**config.mk**
```make
export PLATFORM = sky130hd
export DESIGN_NAME = wb_regs
export DESIGN_NICKNAME = d
export VERILOG_FILES = /design/src/rtl/wb_regs.sv
export SDC_FILE = /design/constraint.sdc
export NUM_CORES = 2
export LEC_CHECK = 0
export BUFFER_PORTS_ARGS = -buffer_cell sky130_fd_sc_hd__buf_2
export CORE_MARGIN = 4
export CORE_UTILIZATION = 65
export DETAILED_ROUTE_END_ITERATION = 10
export MAX_ROUTING_LAYER = met4
export PLACE_DENSITY = 0.82
export SLEW_MARGIN = 10
export SYNTH_ARGS = -nofsm -noshare
export SYNTH_HDL_FRONTEND = slang
export SYNTH_SLANG_ARGS = --single-unit
export TNS_END_PERCENT = 20
```
**constraint.sdc**
```tcl
create_clock -name clk -period 5.4 [get_ports clk]
set_input_delay 0.27 -clock clk [delete_from_list [all_inputs] [get_ports clk]]
set_output_delay 0.27 -clock clk [all_outputs]
set_load 0.02 [all_outputs]
```
**src/rtl/wb_regs.sv**
```systemverilog
// rtl/wb_regs.sv - write-back register and 32x32 integer register file with full read bypass
// Optional debug read port and retire counter under `define WB_REGS_DEBUG_PORT_EN
module wb_regs #(
    parameter int DATA_W  = 32,
    parameter int ADDR_W  = 5,
    parameter int REG_NUM = 32
) (
    input  logic              clk,
    input  logic              rst,
    input  logic              hold_i,
    input  logic [ADDR_W-1:0] rd_addr_i,
    input  logic [DATA_W-1:0] rd_data_i,
    input  logic              reg_wen_i,
    input  logic [ADDR_W-1:0] rs1_raddr_i,
    input  logic [ADDR_W-1:0] rs2_raddr_i,
    output logic [DATA_W-1:0] rs1_rdata_o,
    output logic [DATA_W-1:0] rs2_rdata_o,
`ifdef WB_REGS_DEBUG_PORT_EN
    input  logic [ADDR_W-1:0] dbg_raddr_i,
    output logic [DATA_W-1:0] dbg_rdata_o,
    output logic [31:0]       retire_cnt_o,
`endif
    output logic              wb_valid_o,
    output logic [ADDR_W-1:0] wb_addr_o
);

    logic [ADDR_W-1:0] wb_addr;
    logic [DATA_W-1:0] wb_data;
    logic              wb_wen;
    logic [DATA_W-1:0] regs [REG_NUM];

    // x0 writes are dropped here so wb_wen never pairs with address 0
    always_ff @(posedge clk) begin
        if (rst) begin
            wb_addr <= '0;
            wb_data <= '0;
            wb_wen  <= 1'b0;
        end else if (!hold_i) begin
            wb_addr <= rd_addr_i;
            wb_data <= rd_data_i;
            wb_wen  <= reg_wen_i && (rd_addr_i != '0);
        end
    end

    // Commit ignores hold_i: a held entry just rewrites the same value
    always_ff @(posedge clk) begin
        if (rst) begin
            for (int i = 0; i < REG_NUM; i++) begin
                regs[i] <= '0;
            end
        end else if (wb_wen) begin
            regs[wb_addr] <= wb_data;
        end
    end

    // Execute result is younger than the write-back entry, so it wins
    always_comb begin
        rs1_rdata_o = regs[rs1_raddr_i];
        if (rst || rs1_raddr_i == '0) begin
            rs1_rdata_o = '0;
        end else if (reg_wen_i && rd_addr_i == rs1_raddr_i) begin
            rs1_rdata_o = rd_data_i;
        end else if (wb_wen && wb_addr == rs1_raddr_i) begin
            rs1_rdata_o = wb_data;
        end
    end

    always_comb begin
        rs2_rdata_o = regs[rs2_raddr_i];
        if (rst || rs2_raddr_i == '0) begin
            rs2_rdata_o = '0;
        end else if (reg_wen_i && rd_addr_i == rs2_raddr_i) begin
            rs2_rdata_o = rd_data_i;
        end else if (wb_wen && wb_addr == rs2_raddr_i) begin
            rs2_rdata_o = wb_data;
        end
    end

    assign wb_valid_o = wb_wen;
    assign wb_addr_o  = wb_addr;

`ifdef WB_REGS_DEBUG_PORT_EN
    logic [31:0] retire_cnt;

    always_ff @(posedge clk) begin
        if (rst) begin
            retire_cnt <= '0;
        end else if (wb_wen && !hold_i) begin
            retire_cnt <= retire_cnt + 32'd1;
        end
    end

    assign retire_cnt_o = retire_cnt;
    assign dbg_rdata_o  = (rst || dbg_raddr_i == '0) ? '0 : regs[dbg_raddr_i];
`endif

endmodule

```
**Yosys cells after proc, flatten, opt, wreduce, memory -nomap -nowiden**

Memory sizes are Yosys's and may differ from the RTL's.
Cells that the tools add are included.

- Add/subtract/negate cells: 0
- Bitwise gates (word level): 0
- Shifts and indexed selects: 0
- $lt $le $gt $ge: 0
- Reduce and logical (&&, ||, !) cells: 11
- Muxes and demuxes: 14
- Eq/ne operators: 4
- $mul: 0
- Divide/modulo/power cells: 0

Operator list:

| operator | number |
|---|---|
| $mux 32 | 7 |
| $reduce_or 32->1 | 1 |
| $eq 5x5->1 | 4 |
| $logic_not 5->1 | 2 |
| $mux 1 | 6 |
| $logic_and 1x1->1 | 5 |
| $mux 5 | 1 |
| $reduce_bool 5->1 | 1 |
| $logic_or 1x1->1 | 2 |

- Bits in registers: 38
- Memory bits (read-only): 0
- Memories kept: 1
- Bits in latches: 0
- Logic and storage cells: 33
- Memory bits (writable): 1024

Memory list:

| memory | depth | bits a word | rd ports | clocked after memory_dff | wr ports | line | text |
|---|---|---|---|---|---|---|---|
| regs | 32 | 32 | 2 | 0 | 32 | 30 | `logic [DATA_W-1:0] regs [REG_NUM];` |

**Longest topological paths before layout**

- Word-level depth: 5
- Mapped depth: 9
- Mapped depth without buffers: 5

**Least setup slack after synthesis**

No wires, ideal clock.

- Path type: reg-to-output
- Start: register wb_addr[0], in the netlist wb_addr_o[0]
- End: output port rs1_rdata_o[21]
- Slack: 2926 ps
- Data arrival time: 2204 ps
- Cell stages (with the launch flop): 8
- Buffers on the path: 3
- Path through: dfxtp_1 -> clkbuf_1 -> xor2_1 -> nor3_1 -> or3b_1 -> buf_2 -> buf_6 -> o32ai_1

- Word-level cells in the longest chain between the ends: 5

Ends and longest elaborated chain:

| what | line | text |
|---|---|---|
| start: declaration | 27 | `logic [ADDR_W-1:0] wb_addr;` |
| start signal: assignment | 39 | `wb_addr <= rd_addr_i;` |
| $eq 5x5->1 | 63 | `end else if (wb_wen && wb_addr == rs1_raddr_i) begin` |
| $logic_and 1x1->1 | 63 |  |
| $mux 32 | 63 |  |
| $mux 32 | 61 | `end else if (reg_wen_i && rd_addr_i == rs1_raddr_i) begin` |
| $mux 32 | 59 | `if (rst \|\| rs1_raddr_i == '0) begin` |
| end: declaration | 16 | `output logic [DATA_W-1:0] rs1_rdata_o,` |

No other way between the ends.

**Worst setup path after layout**

- Start: register wb_addr[3], in the netlist wb_addr_o[3]
- End: output port rs2_rdata_o[6]

- Word-level cells in the longest chain between the ends: 5

Ends and longest elaborated chain:

| what | line | text |
|---|---|---|
| $eq 5x5->1 | 74 | `end else if (wb_wen && wb_addr == rs2_raddr_i) begin` |
| $logic_and 1x1->1 | 74 |  |
| $mux 32 | 74 |  |
| $mux 32 | 72 | `end else if (reg_wen_i && rd_addr_i == rs2_raddr_i) begin` |
| $mux 32 | 70 | `if (rst \|\| rs2_raddr_i == '0) begin` |
| end: declaration | 17 | `output logic [DATA_W-1:0] rs2_rdata_o,` |

No other way between the ends.

==> impl_metrics.tcl <==
set metrics [dict create \
    skew_ns 0.0155 \
    timing.rr.end "regs[3][29]" \
    ys_warn_count 0 \
    fin_setup_tns_ns 0 \
    core_sq_mm 0.0873 \
    io_buffers 120 \
    htree_levels 3 \
    clock-root-buffer "clkbuf_16" \
    grtUsageTotal 0.420 \
    arrival_ns 4.39 \
    cts_buffers 110 \
    p_sw_mw 4.89 \
    ys_ff_latch 1062 \
    layout-drive-gt1-share 0.238 \
    startpoint "wb_addr_o[3]" \
    dieWidth_um 305 \
    clkPwrFrac 0.399 \
    drc 0 \
    rows 108 \
    drt_first_pass_iters 7 \
    path_clk_slew_ns 0.07 \
    worstPathCellList "xor2_1 -> nor4_4 -> buf_4 -> and2_1 -> nor4_2 -> buf_4 -> buf_4 -> a221o_1 -> buf_2" \
    cts_tree "built" \
    min_path_type "in2reg" \
    tightest_slew_ns 1.37 \
    hold_violations 0 \
    postLayoutCoreUtil 0.722 \
    worst_path_max_delay_cell "nor4_2" \
    whs_path_depth 3 \
    syn_area_per_cell_sq_um 14.4 \
    p_comb_frac 0.112 \
    maxCapViolCount 0 \
    path_buf_inv 4 \
    clock_latency_ns 0.69 \
    routed_via_density 7.64 \
    dieArea_sq_mm 0.0932 \
    cp_num_cells 9 \
    reg2reg_depth 4 \
    synth_fp_nets 4041 \
    reg2reg_from "wb_addr_o[1]" \
    vias 39751 \
    min_period_ns 4.66 \
    maxSlewHeadroom 0.0798 \
    grt_pass1_wl_um 274000 \
    ys_async_sr_fraction 0 \
    status "complete, no violations" \
    crit_path_end "rs2_rdata_o[6]" \
    critPathTopFamily "simple AND/OR/NAND/NOR gates" \
    seq_area_frac_synth 0.548 \
    crit_type "reg2out" \
    synth_cell_type_count 53 \
    sw_frac_of_total 0.250 \
    fin_nets 3996 \
    clock_sinks 1062 \
    die_h_um 305 \
    synthCells 3990 \
    design_area_sq_mm 0.0630 \
    p_per_area_mw_per_mm2 311 \
    worstSetupEndpointType "primary output" \
    totalWireLength_um 192000 \
    ir_worst_vdd_mv 0.266 \
    reg2reg_slack_ns 1.93 \
    grt_pass1_vias 39438 \
    cp_max_fo 33 \
    setup_viol 0 \
    hpwl_um 113000 \
    hp-start "rd_addr_i[4]" \
    grt_max_degree 123 \
    rsz0062_at_grt "false" \
    syn_area_sq_mm 0.0575 \
    synth-edff-count 1024 \
    crit_required_ns 5.13 \
    antenna_found_initial 11 \
    initial_core_util 0.658 \
    crit_path_max_incr_delay_ns 0.91 \
    place_area_sq_mm 0.0588 \
    grt_overflow 0 \
    io_pins 121 \
    synth-main-ff-cell "edfxtp_1" \
    crit_path_start_kind "register" \
    power.total_mw 19.6 \
    report.final.slew_viol_count 0 \
    fmax_mhz 215 \
    period_share 0.862 \
    drt_iter0_drc 7076 \
    cp_common_cell "buf_4" \
    p_leak_nw 22.9 \
    gp_congestion 1.09 \
    internal_power_mw 14.7 \
    wl_per_cell_um 36.9 \
    seq_power_share 0.489 \
    area_growth_pct 9.65 \
    cts_buffer_depth 3 \
    antenna_left 0 \
    cts.repair.resized 0 \
]
-- cells in the mapped netlist, types with 4 or more instances --
master / count / area [sq um]
buf_2: 80 / 400
o21ai_0: 44 / 220
a31oi_1: 32 / 200
a211o_1: 26 / 228
edfxtp_1: 1024 / 30700
o2111ai_1: 31 / 272
or2_2: 32 / 200
o22ai_1: 32 / 200
xor2_1: 6 / 52.6
buf_4: 18 / 135
a211oi_1: 26 / 195
and2_1: 1029 / 6440
o21ai_1: 19 / 95.1
o32ai_1: 32 / 280
or3b_1: 4 / 35.0
xnor2_1: 14 / 123
nand3_1: 34 / 170
mux2i_1: 233 / 2330
a22oi_1: 62 / 465
inv_1: 32 / 120
a221oi_1: 6 / 52.6
clkbuf_1: 333 / 1250
a22o_1: 32 / 280
a221o_1: 31 / 310
nor2_1: 76 / 285
nor3_1: 34 / 170
mux2_2: 31 / 349
buf_1: 14 / 52.6
a2111oi_0: 6 / 52.6
buf_6: 6 / 67.6
o221ai_1: 31 / 272
dfxtp_1: 38 / 761
nand2_1: 7 / 26.3
a21oi_1: 59 / 295
nand3b_1: 6 / 45.0
mux4_2: 448 / 10100
-- worst min-delay path by stage --
| stage | to |
|---|---|
| detailed placement | wb_data[29] |
| finish | wb_addr_o[4] |
| floorplan | wb_addr_o[0] |
| global route | wb_addr_o[4] |
| global placement | wb_data[30] |
| CTS | wb_addr_o[4] |
-- power by group through the flow --
stage / sequential (mW) / clock [mW] / combinational (mW)
after floorplan: 9.58 / 0 / 1.37
after global placement: 9.70 / 0 / 2.04
after detailed placement: 9.73 / 0 / 2.06
after CTS: 9.56 / 7.79 / 2.10
after global routing: 9.60 / 8.16 / 2.22
final: 9.58 / 7.82 / 2.19
-- stage by stage --
step | instances | setup WS, ns | hold WS, ns
global placement | 4937 | 0.830 | 0.545
finish | 5202 | 0.743 | 0.0855
floorplan | 3990 | 2.93 | 0.414
CTS | 5192 | 1.03 | 0.0141
detailed placement | 4938 | 1.43 | 0.560
global route | 5200 | 0.676 | 0.0488
-- layout make-up --
| cell class | count | area, sq um |
|---|---|---|
| flip-flops and latches | 1062 | 31500 |
| fillers | 5458 | 24300 |
| multi-input cells | 2445 | 24100 |
| clock buffers | 144 | 2970 |
| repair buffers | 294 | 2190 |
| well taps | 1155 | 1450 |
| clock inverters | 61 | 676 |
| inverters | 32 | 120 |
| diodes | 9 | 22.5 |
-- metal layers --
metal  vias up  global-route usage  share of wire
met4         0               0.234          0.071
met3       845               0.150           0.17
met2      4053               0.589           0.43
met1     19548               0.539           0.33
li1      15305                   -              -
met5         -                   -              0
-- registers in the layout (all words and copies together) (netlist names) --
signal      cells
regs         1024
wb_addr_o       5
wb_data        32
wb_valid_o      1
-- layout by cell type, fill, tap and decap left out, types with 43 or more instances in the layout --
| cell type | n |
|---|---|
| and2_1 | 1027 |
| buf_2 | 114 |
| a22oi_1 | 62 |
| edfxtp_1 | 1024 |
| dlygate4sd3_1 | 49 |
| o21ai_0 | 44 |
| a21oi_1 | 59 |
| mux2i_1 | 233 |
| buf_4 | 118 |
| mux4_2 | 448 |
| nor2_1 | 43 |
| clkbuf_16 | 113 |
-- what timing repair did --
action	CTS	global route
hold endpoints to repair	36	0
endpoints found under the setup margin	0	0
setup buffers	0	0
hold buffers	49	0
-- logic make-up after synthesis --
group | synth area share
and+or+nand+nor | 0.131
DFF | 0.548
muxes | 0.222
buffers and inverters | 0.0353
AOI/OAI and AO/OA | 0.0603
xor gates and xnor gates | 0.00305
-- worst min-delay path, delay by kind of cell --
family,cells,cell delay [ns]
buffers and inverters,1,0.23
muxes,1,0.17
and+or+nand+nor,1,0.05
Power figures use the tool's default switching activity.
